$ cat config.mk
export PLATFORM = sky130hd
export DESIGN_NAME = fetch_mem_arbiter
export DESIGN_NICKNAME = d
export VERILOG_FILES = /design/src/rtl/mem_arb_pkg.sv /design/src/rtl/fetch_mem_arbiter.sv
export SDC_FILE = /design/constraint.sdc
export NUM_CORES = 1
export LEC_CHECK = 0
export BUFFER_PORTS_ARGS = -buffer_cell sky130_fd_sc_hd__buf_2
export CORE_MARGIN = 2
export CORE_UTILIZATION = 42
export CTS_CLUSTER_DIAMETER = 50
export DETAILED_ROUTE_END_ITERATION = 16
export PLACE_DENSITY_LB_ADDON = 0.25
export SYNTH_ARGS = -nofsm -noshare
export SYNTH_HDL_FRONTEND = slang
export SYNTH_SLANG_ARGS = --single-unit
$ cat constraint.sdc
create_clock -name clk -period 4.5 [get_ports clk]
set_clock_uncertainty 0.05 [all_clocks]
set_input_delay 0.9 -clock clk [delete_from_list [all_inputs] [get_ports clk]]
set_output_delay 0.9 -clock clk [all_outputs]
set_load 0.02 [all_outputs]
$ cat src/rtl/mem_arb_pkg.sv
// Shared types for the fetch/memory-stage arbiter: FSM states, the captured
// memory request and the all-ones byte-enable constant.
package mem_arb_pkg;

  localparam int ARB_ADDR_W = 32;
  localparam int ARB_DATA_W = 32;
  localparam int ARB_BE_W   = ARB_DATA_W / 8;

  localparam logic [ARB_BE_W-1:0] BE_ALL = '1;

  typedef enum logic [2:0] {
    ST_IDLE,
    ST_I_REQ,
    ST_I_WAIT,
    ST_D_REQ,
    ST_D_WAIT
  } arb_state_t;

  // The request is captured once at issue and held untouched until the next issue
  typedef struct packed {
    logic                  we;
    logic [ARB_ADDR_W-1:0] addr;
    logic [ARB_DATA_W-1:0] wdata;
    logic [ARB_BE_W-1:0]   be;
  } mem_req_t;

endpackage

$ cat src/rtl/fetch_mem_arbiter.sv
// Arbitrates one single-port, variable-latency memory between instruction fetch
// and the memory stage, dropping fetch responses made stale by a redirect.
module fetch_mem_arbiter
  import mem_arb_pkg::*;
#(
  parameter int ADDR_WIDTH = ARB_ADDR_W,
  parameter int DATA_WIDTH = ARB_DATA_W
) (
  input  logic                    clk,
  input  logic                    reset,
  input  logic                    f_req,
  input  logic [ADDR_WIDTH-1:0]   f_addr,
  input  logic                    f_redirect,
  output logic                    f_stall,
  output logic [DATA_WIDTH-1:0]   f_instr,
  output logic                    f_instr_valid,
  input  logic                    m_req,
  input  logic                    m_we,
  input  logic [ADDR_WIDTH-1:0]   m_addr,
  input  logic [DATA_WIDTH-1:0]   m_wdata,
  input  logic [DATA_WIDTH/8-1:0] m_be,
  output logic                    m_stall,
  output logic [DATA_WIDTH-1:0]   m_rdata,
  output logic                    m_done,
  output logic                    mem_req,
  output logic                    mem_we,
  output logic [ADDR_WIDTH-1:0]   mem_addr,
  output logic [DATA_WIDTH-1:0]   mem_wdata,
  output logic [DATA_WIDTH/8-1:0] mem_be,
  input  logic                    mem_gnt,
  input  logic                    mem_rvalid,
  input  logic [DATA_WIDTH-1:0]   mem_rdata
);

  arb_state_t state, next_state;
  mem_req_t   req_q;
  logic       flush;

  assign mem_we    = req_q.we;
  assign mem_addr  = req_q.addr;
  assign mem_wdata = req_q.wdata;
  assign mem_be    = req_q.be;

  // A requester whose pulse is high this cycle has not advanced its address yet
  always_comb begin
    next_state = state;
    f_stall    = f_req & ~f_instr_valid;
    m_stall    = m_req & ~m_done;
    case (state)
      ST_IDLE: begin
        if (m_req && !m_done) begin
          next_state = ST_D_REQ;
        end else if (f_req && !f_instr_valid && !f_redirect) begin
          next_state = ST_I_REQ;
        end
      end
      ST_I_REQ:  if (mem_gnt)    next_state = ST_I_WAIT;
      ST_D_REQ:  if (mem_gnt)    next_state = ST_D_WAIT;
      ST_I_WAIT: if (mem_rvalid) next_state = ST_IDLE;
      ST_D_WAIT: if (mem_rvalid) next_state = ST_IDLE;
      default:   next_state = ST_IDLE;
    endcase
  end

  always_ff @(posedge clk or posedge reset) begin
    if (reset) begin
      state         <= ST_IDLE;
      flush         <= 1'b0;
      req_q         <= '0;
      mem_req       <= 1'b0;
      f_instr       <= '0;
      f_instr_valid <= 1'b0;
      m_rdata       <= '0;
      m_done        <= 1'b0;
    end else begin
      state         <= next_state;
      f_instr_valid <= 1'b0;
      m_done        <= 1'b0;
      case (state)
        ST_IDLE: begin
          if (next_state == ST_D_REQ) begin
            req_q   <= '{we: m_we, addr: m_addr, wdata: m_wdata, be: m_be};
            mem_req <= 1'b1;
          end else if (next_state == ST_I_REQ) begin
            req_q   <= '{we: 1'b0, addr: f_addr, wdata: '0, be: BE_ALL};
            mem_req <= 1'b1;
          end
        end
        ST_I_REQ: begin
          if (mem_gnt)    mem_req <= 1'b0;
          if (f_redirect) flush   <= 1'b1;
        end
        ST_D_REQ: begin
          if (mem_gnt) mem_req <= 1'b0;
        end
        // A redirect in the response cycle itself discards the word directly
        ST_I_WAIT: begin
          if (mem_rvalid) begin
            if (!flush && !f_redirect) begin
              f_instr       <= mem_rdata;
              f_instr_valid <= 1'b1;
            end
            flush <= 1'b0;
          end else if (f_redirect) begin
            flush <= 1'b1;
          end
        end
        ST_D_WAIT: begin
          if (mem_rvalid) begin
            if (!req_q.we) m_rdata <= mem_rdata;
            m_done <= 1'b1;
          end
        end
        default: ;
      endcase
    end
  end

endmodule

==> results.sh, run 1 <==
export IMPL_status="completed"
export IMPL_synth_edff_count=0
export IMPL_fin_nets=856
export IMPL_cts_tree="done"
export IMPL_layout_common_cells="buf_2, dfrtp_1, nand2_1, mux2_2, a22o_1"
export IMPL_synth_seq_area_share=0.591
export IMPL_worst_slack_ns=1.83
export IMPL_syn_area_um2=5930
export IMPL_overflow=0
export IMPL_drive_gt1_frac=0.545
export IMPL_grt_pass1_vias=4952
export IMPL_setup_violations=0
export IMPL_rsz0062_at_grt="no"
export IMPL_cap_violations=0
export IMPL_synth_ff_type="dfrtp_1"
export IMPL_grt_max_degree=58
export IMPL_routabilityCongestion=0.822
export IMPL_period_share=0.592
export IMPL_io_pins=278
export IMPL_syn_inst=453
export IMPL_cts_hold_fix_buffers=0
export IMPL_fp_dieW_um=123
export IMPL_leakage_uw=0.00418
export IMPL_clkSinkCount=140
export IMPL_start_util=0.429
export IMPL_vias=4894
export IMPL_dp_cells=877
export IMPL_drt_iter0_markers=248
export IMPL_syn_to_final_growth_pct=35.5
export IMPL_ir_worst_vdd_uv=361
export IMPL_async_reset_ff_frac=1.00
export IMPL_ys_warn_count=0
export IMPL_crit_chain="nand2b_1, or4_2, mux2_4"
export IMPL_path_clk_slew_ns=0.06
export IMPL_seqCellArea_um2=3500
export IMPL_root_buffer="clkbuf_16"
export IMPL_cp_buffers_inverters=0
export IMPL_synth_distinct_cells=38
export IMPL_portBuffers=277
export IMPL_place_ws_ns=1.49
export IMPL_antenna_found_initial=2
export IMPL_clock_latency_ns=0.41
export IMPL_final_util=0.581
export IMPL_timing_setup_tns_ns=0
export IMPL_p_total_uw=6180
export IMPL_cts_buffers=17
export IMPL_final_common_cell="buf_2"
export IMPL_r2r_slack_ns=1.83
export IMPL_clk_path_buf_depth=2
export IMPL_multi_input_area_um2=2220
export IMPL_endpoint_kind="flop"
export IMPL_crit_family="simple AND/OR/NAND/NOR gates"
export IMPL_syn_num_nets=593
export IMPL_grt_usage=0.217
export IMPL_htreeDepth=4
export IMPL_drt_pass1_iterations=4
export IMPL_avgRoutedWirePerCell_um=18.0
export IMPL_cts_repair_resized=0
export IMPL_wl_um=16400
export IMPL_core_area_um2=13800
export IMPL_crit_arrival_ns=2.91
export IMPL_die_area_um2=15100
export IMPL_startpoint_type="flop"
export IMPL_slowest_delay_ns=1.19
export IMPL_rows=43
export IMPL_hpwl_um=11400
export IMPL_die_h_um=123
export IMPL_required_ns=4.75
export IMPL_worst_slew_pin_slew_ns=1.28
export IMPL_viasPerCell=5.37
export IMPL_crit_slowest_cell="or4_2"
export IMPL_powerDensity_nw_per_um2=770
export IMPL_grt_pass1_wl_um=24900
export IMPL_finalHoldViolCount=0
export IMPL_cts_setup_buffers=0
export IMPL_synth_avg_cell_area_um2=13.1
export IMPL_relSlewSlack=0.146
export IMPL_cp_max_fo=33
export IMPL_n_fill_cell=1175
export IMPL_path_class="reg -> reg"
export IMPL_finalCriticalPeriod_ns=2.67
export IMPL_fin_cells=911
export IMPL_slew_violations=0
export IMPL_ys_ff_latch=140
export IMPL_hp_class="reg -> reg"
export IMPL_clock_fmax_mhz=375
export IMPL_ant_nets=0
export IMPL_drc=0
-- cell usage after synthesis, types with 2 or more instances --
cell,count,area share
dfrtp_1,140,0.59
nand2_1,37,0.023
mux2_2,35,0.067
a22o_1,33,0.049
nand3_1,32,0.027
nand4_1,32,0.034
o2111ai_1,32,0.047
mux2_4,29,0.073
buf_2,18,0.015
clkbuf_1,16,0.010
buf_6,6,0.011
inv_1,5,0.0032
nor2_1,5,0.0032
o22a_1,4,0.0059
nand2b_1,3,0.0032
buf_4,2,0.0025
nor4bb_1,2,0.0034
o31ai_1,2,0.0025
-- routing by layer --
| metal | up-vias | track usage | routed length (um) |
|---|---|---|---|
| li1 | 2236 | - | - |
| met4 | 0 | 0.109 | 469 |
| met2 | 229 | 0.355 | 8100 |
| met1 | 2392 | 0.261 | 6550 |
| met3 | 37 | 0.0627 | 1260 |
| met5 | - | 0 | 0 |
-- sequential cells by signal, indices dropped and copies added, names as in the netlist --
signal,count
m_done,1
f_instr,32
mem_req,1
m_rdata,32
mem_we,1
f_instr_valid,1
state,3
mem_addr,32
mem_wdata,32
flush,1
mem_be,4
-- per-stage QoR --
stage	hold WS, ns	cell area, um^2
floorplan	0.463	5930
global placement	0.409	7450
detailed placement	0.416	7450
CTS	0.431	8020
global route	0.451	8020
finish	0.429	8030
-- power breakdown --
part	switching (uW)	internal (uW)
logic	1610	1060
clock network	558	785
registers	340	1830
total	2510	3670
-- worst paths after layout --
path / from / end / cells after the start
setup / recovery: state[0] / f_instr[25] / 3
hold / removal: mem_req / mem_req / 2
setup reg to reg: state[0] / f_instr[25] / 3
hold reg to reg: mem_req / mem_req / 2
max in group asynchronous: reset / mem_addr[11] / 3
min in group asynchronous: reset / m_rdata[15] / 2
-- worst reg2reg max path, stage by stage, from the launching register on --
cell,delay [ns]
dfrtp_1,0.50
nand2b_1,0.31
or4_2,1.19
mux2_4,0.50
-- kinds of logic after synthesis --
| kind of cell | count (synthesis) | synth area share |
|---|---|---|
| buffers and inverters | 49 | 0.0439 |
| AND/OR/NAND/NOR | 120 | 0.108 |
| flip-flops | 140 | 0.591 |
| multiplexers | 64 | 0.140 |
| AO/OA/AOI/OAI | 80 | 0.117 |
-- layout make-up --
cell class                      instances  share of cell area
Sequential cell                       140               0.436
Timing Repair Buffer                  288               0.185
Clock buffer                           18              0.0547
Inverter                                5             0.00281
Tap cell                              180              0.0281
Antenna cell                            2            0.000623
Multi-Input combinational cell        264               0.276
Clock inverter                         14              0.0165
Note: power is estimated with default switching activity, not from simulation.
==> inputs of run 2 (changes only) <==
--- a/config.mk
+++ b/config.mk
@@ -7,7 +7,7 @@
 export LEC_CHECK = 0
 export BUFFER_PORTS_ARGS = -buffer_cell sky130_fd_sc_hd__buf_2
 export CORE_MARGIN = 2
-export CORE_UTILIZATION = 42
+export CORE_UTILIZATION = 47
 export CTS_CLUSTER_DIAMETER = 50
 export DETAILED_ROUTE_END_ITERATION = 16
 export PLACE_DENSITY_LB_ADDON = 0.25
==> constraint.sdc (replaced) <==
create_clock -name clk -period 2.6 [get_ports clk]
set_clock_uncertainty 0.05 [all_clocks]
set_input_delay 0.52 -clock clk [delete_from_list [all_inputs] [get_ports clk]]
set_output_delay 0.52 -clock clk [all_outputs]
set_load 0.02 [all_outputs]
==> run 2 against run 1 <==
Via count is 1.1% lower. Critical endpoint is now mem_addr[4]. Worst hold slack worse by 0.16 ns. Combinational power is 75% higher. Utilization is 6.5 points higher. Total power is 73% higher. Final area is 0.22% higher. Clock power is 72% higher. Critical path depth is 1 higher. Worst setup slack worse by 1.5 ns. Sequential cell count stayed put.
==> results.sh, run 2 (synthesis gave the netlist of run 1 again) <==
export IMPL_grt_pass1_wl_um=24200
export IMPL_overflow=0
export IMPL_cp_buffers_inverters=0
export IMPL_drt_iter0_markers=391
export IMPL_clk_path_buf_depth=2
export IMPL_final_common_cell="buf_2"
export IMPL_drt_pass1_iterations=5
export IMPL_wl_um=15800
export IMPL_crit_slowest_cell="a311o_2"
export IMPL_die_h_um=116
export IMPL_hp_class="in -> reg"
export IMPL_cap_violations=0
export IMPL_fin_nets=857
export IMPL_path_class="reg -> reg"
export IMPL_worst_slack_ns=0.359
export IMPL_place_ws_ns=0.247
export IMPL_p_int_uw=6400
export IMPL_slowest_delay_ns=0.63
export IMPL_io_pins=278
export IMPL_viasPerCell=5.36
export IMPL_cts_repair_resized=0
export IMPL_vias=4842
export IMPL_setup_violations=0
export IMPL_cts_buffers=17
export IMPL_slew_violations=0
export IMPL_n_fill_cell=1000
export IMPL_fp_dieW_um=116
export IMPL_cts_hold_fix_buffers=0
export IMPL_rsz0062_at_grt="no"
export IMPL_path_clk_slew_ns=0.06
export IMPL_syn_to_final_growth_pct=35.8
export IMPL_timing_setup_tns_ns=0
export IMPL_cts_tree="done"
export IMPL_htreeDepth=4
export IMPL_leakage_uw=0.00419
export IMPL_p_clk_frac=0.216
export IMPL_cp_max_fo=32
export IMPL_clkSinkCount=140
export IMPL_antenna_found_initial=0
export IMPL_ir_worst_vdd_uv=817
export IMPL_status="completed"
export IMPL_endpoint_kind="flop"
export IMPL_clock_fmax_mhz=446
export IMPL_crit_family="compound AO/OA/AOI/OAI gates"
export IMPL_period_share=0.862
export IMPL_cts_setup_buffers=0
export IMPL_start_util=0.475
export IMPL_seq_power_share=0.348
export IMPL_drive_gt1_frac=0.544
export IMPL_required_ns=2.90
export IMPL_startpoint_type="flop"
export IMPL_swShare=0.401
export IMPL_relSlewSlack=0.513
export IMPL_grt_pass1_vias=4809
export IMPL_crit_arrival_ns=2.54
export IMPL_die_area_um2=13500
export IMPL_ant_nets=0
export IMPL_portBuffers=277
export IMPL_finalCriticalPeriod_ns=2.24
export IMPL_combPwrFrac=0.436
export IMPL_finalHoldViolCount=0
export IMPL_rows=41
export IMPL_crit_chain="nor4bb_1, a311o_2, o2111ai_1, nand3_1"
export IMPL_avgRoutedWirePerCell_um=17.5
export IMPL_worst_slew_pin_slew_ns=0.731
export IMPL_layout_common_cells="buf_2, dfrtp_1, nand2_1, mux2_2, a22o_1"
export IMPL_root_buffer="clkbuf_16"
export IMPL_grt_usage=0.233
export IMPL_power_switching_uw=4290
export IMPL_routabilityCongestion=0.847
export IMPL_powerDensity_nw_per_um2=1330
export IMPL_clock_latency_ns=0.41
export IMPL_grt_max_degree=141
export IMPL_core_area_um2=12500
export IMPL_hpwl_um=10900
export IMPL_drc=0
-- run 2: final timing paths --
path | start | endpoint | slack, ns | cells past startpoint
max | state[1] | mem_addr[4] | 0.36 | 4
min | m_be[2] | mem_be[2] | 0.27 | 2
max reg2reg | state[1] | mem_addr[4] | 0.36 | 4
min reg2reg | mem_req | mem_req | 0.42 | 2
max in group asynchronous | reset | mem_addr[20] | 1.68 | 3
min in group asynchronous | reset | mem_wdata[8] | 0.28 | 3
-- run 2: power by group through the flow --
stage	Combinational, uW	Sequential [uW]	Clock (uW)
CTS	4710	3730	2350
floorplan	1960	4850	0
finish	4670	3720	2310
global route	5030	3840	2450
global placement	4600	3690	0
detailed placement	4710	3740	0
-- run 2: worst reg2reg max path: stages (launching register included) --
cell	delay, ns
dfrtp_1	0.53
nor4bb_1	0.62
a311o_2	0.63
o2111ai_1	0.24
nand3_1	0.11
-- run 2: through the flow --
step                cell area [um^2]  total power [uW]  hold WS (ns)  std cells  utilization
floorplan                       5930              6810         0.463        453            -
global placement                7470              8290         0.405        870        0.600
detailed placement              7470              8450         0.418        870        0.600
CTS                             8040             10800         0.247        902        0.645
global route                    8040             11300         0.248        902        0.645
finish                          8050             10700         0.266        903        0.645
-- run 2: final cells by class --
| class | instances | area [um^2] | share of cell area |
|---|---|---|---|
| Antenna cell | 1 | 2.50 | 0.000311 |
| Clock buffer | 20 | 457 | 0.0568 |
| Clock inverter | 12 | 113 | 0.0140 |
| Inverter | 5 | 22.5 | 0.00280 |
| Multi-Input combinational cell | 264 | 2220 | 0.276 |
| Sequential cell | 140 | 3500 | 0.435 |
| Tap cell | 172 | 215 | 0.0267 |
| Timing Repair Buffer | 289 | 1510 | 0.188 |
-- run 2: routing by layer --
layer / GRT usage / share of wire / up-vias
li1: - / - / 2244
met1: 0.288 / 0.39 / 2374
met2: 0.391 / 0.52 / 196
met3: 0.0576 / 0.064 / 28
met4: 0.102 / 0.023 / 0
met5: 0 / 0 / -
==> inputs of run 3 (changes only) <==
--- a/config.mk
+++ b/config.mk
@@ -7,10 +7,11 @@
 export LEC_CHECK = 0
 export BUFFER_PORTS_ARGS = -buffer_cell sky130_fd_sc_hd__buf_2
 export CORE_MARGIN = 2
-export CORE_UTILIZATION = 47
+export CORE_UTILIZATION = 40
 export CTS_CLUSTER_DIAMETER = 50
 export DETAILED_ROUTE_END_ITERATION = 16
 export PLACE_DENSITY_LB_ADDON = 0.25
+export REMOVE_ABC_BUFFERS = 1
 export SYNTH_ARGS = -nofsm -noshare
 export SYNTH_HDL_FRONTEND = slang
 export SYNTH_SLANG_ARGS = --single-unit
==> run 3 against run 2 <==
Final area is 1.7% higher. Critical path depth unchanged. Non-clock buffer count rose by 6.
==> results.sh, run 3 (synthesis gave the netlist of run 1 again) <==
export IMPL_num_antenna_cells=0
export IMPL_finalHoldViolCount=0
export IMPL_fin_nets=863
export IMPL_cts_setup_buffers=0
export IMPL_worst_slew_pin_slew_ns=0.664
export IMPL_drc=0
export IMPL_cap_violations=0
export IMPL_antenna_found_initial=1
export IMPL_layout_common_cells="buf_2, dfrtp_1, nand2_1, mux2_2, a22o_1"
export IMPL_grt_use_met3=0.0612
export IMPL_clock_latency_ns=0.41
export IMPL_rows=44
export IMPL_grtUsageMet2=0.335
export IMPL_ir_worst_vdd_uv=646
export IMPL_p_total_uw=11100
export IMPL_path_class="reg -> reg"
export IMPL_die_area_um2=15800
export IMPL_vias=4899
export IMPL_path_clk_slew_ns=0.06
export IMPL_fp_dieW_um=126
export IMPL_startpoint_type="flop"
export IMPL_powerDensity_nw_per_um2=1350
export IMPL_drive_gt1_frac=0.549
export IMPL_ant_nets=0
export IMPL_clk_path_buf_depth=2
export IMPL_overflow=0
export IMPL_cts_repair_resized=0
export IMPL_crit_arrival_ns=2.38
export IMPL_core_area_um2=14500
export IMPL_grt_max_degree=63
export IMPL_cp_max_fo=32
export IMPL_clkSinkCount=140
export IMPL_n_fill_cell=1223
export IMPL_grt_pass1_vias=4998
export IMPL_grt_use_met1=0.248
export IMPL_cts_hold_fix_buffers=0
export IMPL_routabilityCongestion=0.821
export IMPL_portBuffers=277
export IMPL_final_common_cell="buf_2"
export IMPL_htreeDepth=4
export IMPL_start_util=0.409
export IMPL_setup_violations=0
export IMPL_hpwl_um=11100
export IMPL_io_pins=278
export IMPL_die_h_um=126
export IMPL_drt_pass1_iterations=4
export IMPL_drt_iter0_markers=221
export IMPL_clock_fmax_mhz=465
export IMPL_avgRoutedWirePerCell_um=17.4
export IMPL_grt_usage=0.202
export IMPL_leakage_uw=0.00426
export IMPL_rsz0062_at_grt="no"
export IMPL_endpoint_kind="flop"
export IMPL_wl_um=16000
export IMPL_period_share=0.827
export IMPL_viasPerCell=5.33
export IMPL_finalCriticalPeriod_ns=2.15
export IMPL_cts_tree="done"
export IMPL_cts_buffers=17
export IMPL_status="completed"
export IMPL_final_util=0.565
export IMPL_required_ns=2.83
export IMPL_slew_violations=0
export IMPL_syn_to_final_growth_pct=38.1
export IMPL_grt_busiest_layer="met2"
export IMPL_relSlewSlack=0.557
export IMPL_root_buffer="clkbuf_16"
export IMPL_grt_pass1_wl_um=25400
export IMPL_hp_class="in -> async"
-- run 3: final cells by class --
class	count	area [um^2]	area share
Sequential cell	140	3500	0.428
Multi-Input combinational cell	264	2220	0.271
Timing Repair Buffer	295	1570	0.192
Clock buffer	17	425	0.0520
Tap cell	184	230	0.0281
Clock inverter	15	211	0.0258
Inverter	5	23.8	0.00290
-- run 3: where the power goes --
| group | internal [uW] | switching [uW] |
|---|---|---|
| combinational | 1910 | 2830 |
| sequential | 3170 | 536 |
| clock | 1620 | 987 |
-- run 3: worst paths after layout --
check	startpoint	slack, ns	depth (start not counted)	endpoint
hold / removal	reset	0.08	2	f_instr[20]
max in group asynchronous	reset	1.65	3	f_instr[16]
hold reg to reg	mem_addr[11]	0.44	2	mem_addr[11]
setup / recovery	f_instr_valid	0.45	4	mem_addr[23]
min in group clk	m_wdata[15]	0.27	2	mem_wdata[15]
setup reg to reg	f_instr_valid	0.45	4	mem_addr[23]
-- run 3: per-layer routing --
metal	wire length, um	part of all wire	up-vias
li1	-	-	2252
met3	1350	0.085	25
met4	326	0.020	2
met1	6580	0.41	2384
met5	8	0.00050	-
met2	7720	0.48	236
-- run 3: worst max-delay path, stage by stage (launching register included) --
cell and delay (ns):
dfrtp_1 0.41, or3b_4 0.48, a311o_2 0.67, o2111ai_1 0.28, nand3_1 0.10
-- run 3: stage by stage --
step	TNS (ns)	instance area [um^2]	hold slack, ns	cells	setup slack (ns)
after detailed placement	0	7550	0.418	888	0.257
after CTS	0	8190	0.0889	920	0.457
after floorplan	-310.62	5680	0.464	409	-1.72
after global routing	0	8190	0.101	920	0.356
final	0	8190	0.0771	920	0.449
after global placement	0	7550	0.411	888	0.282
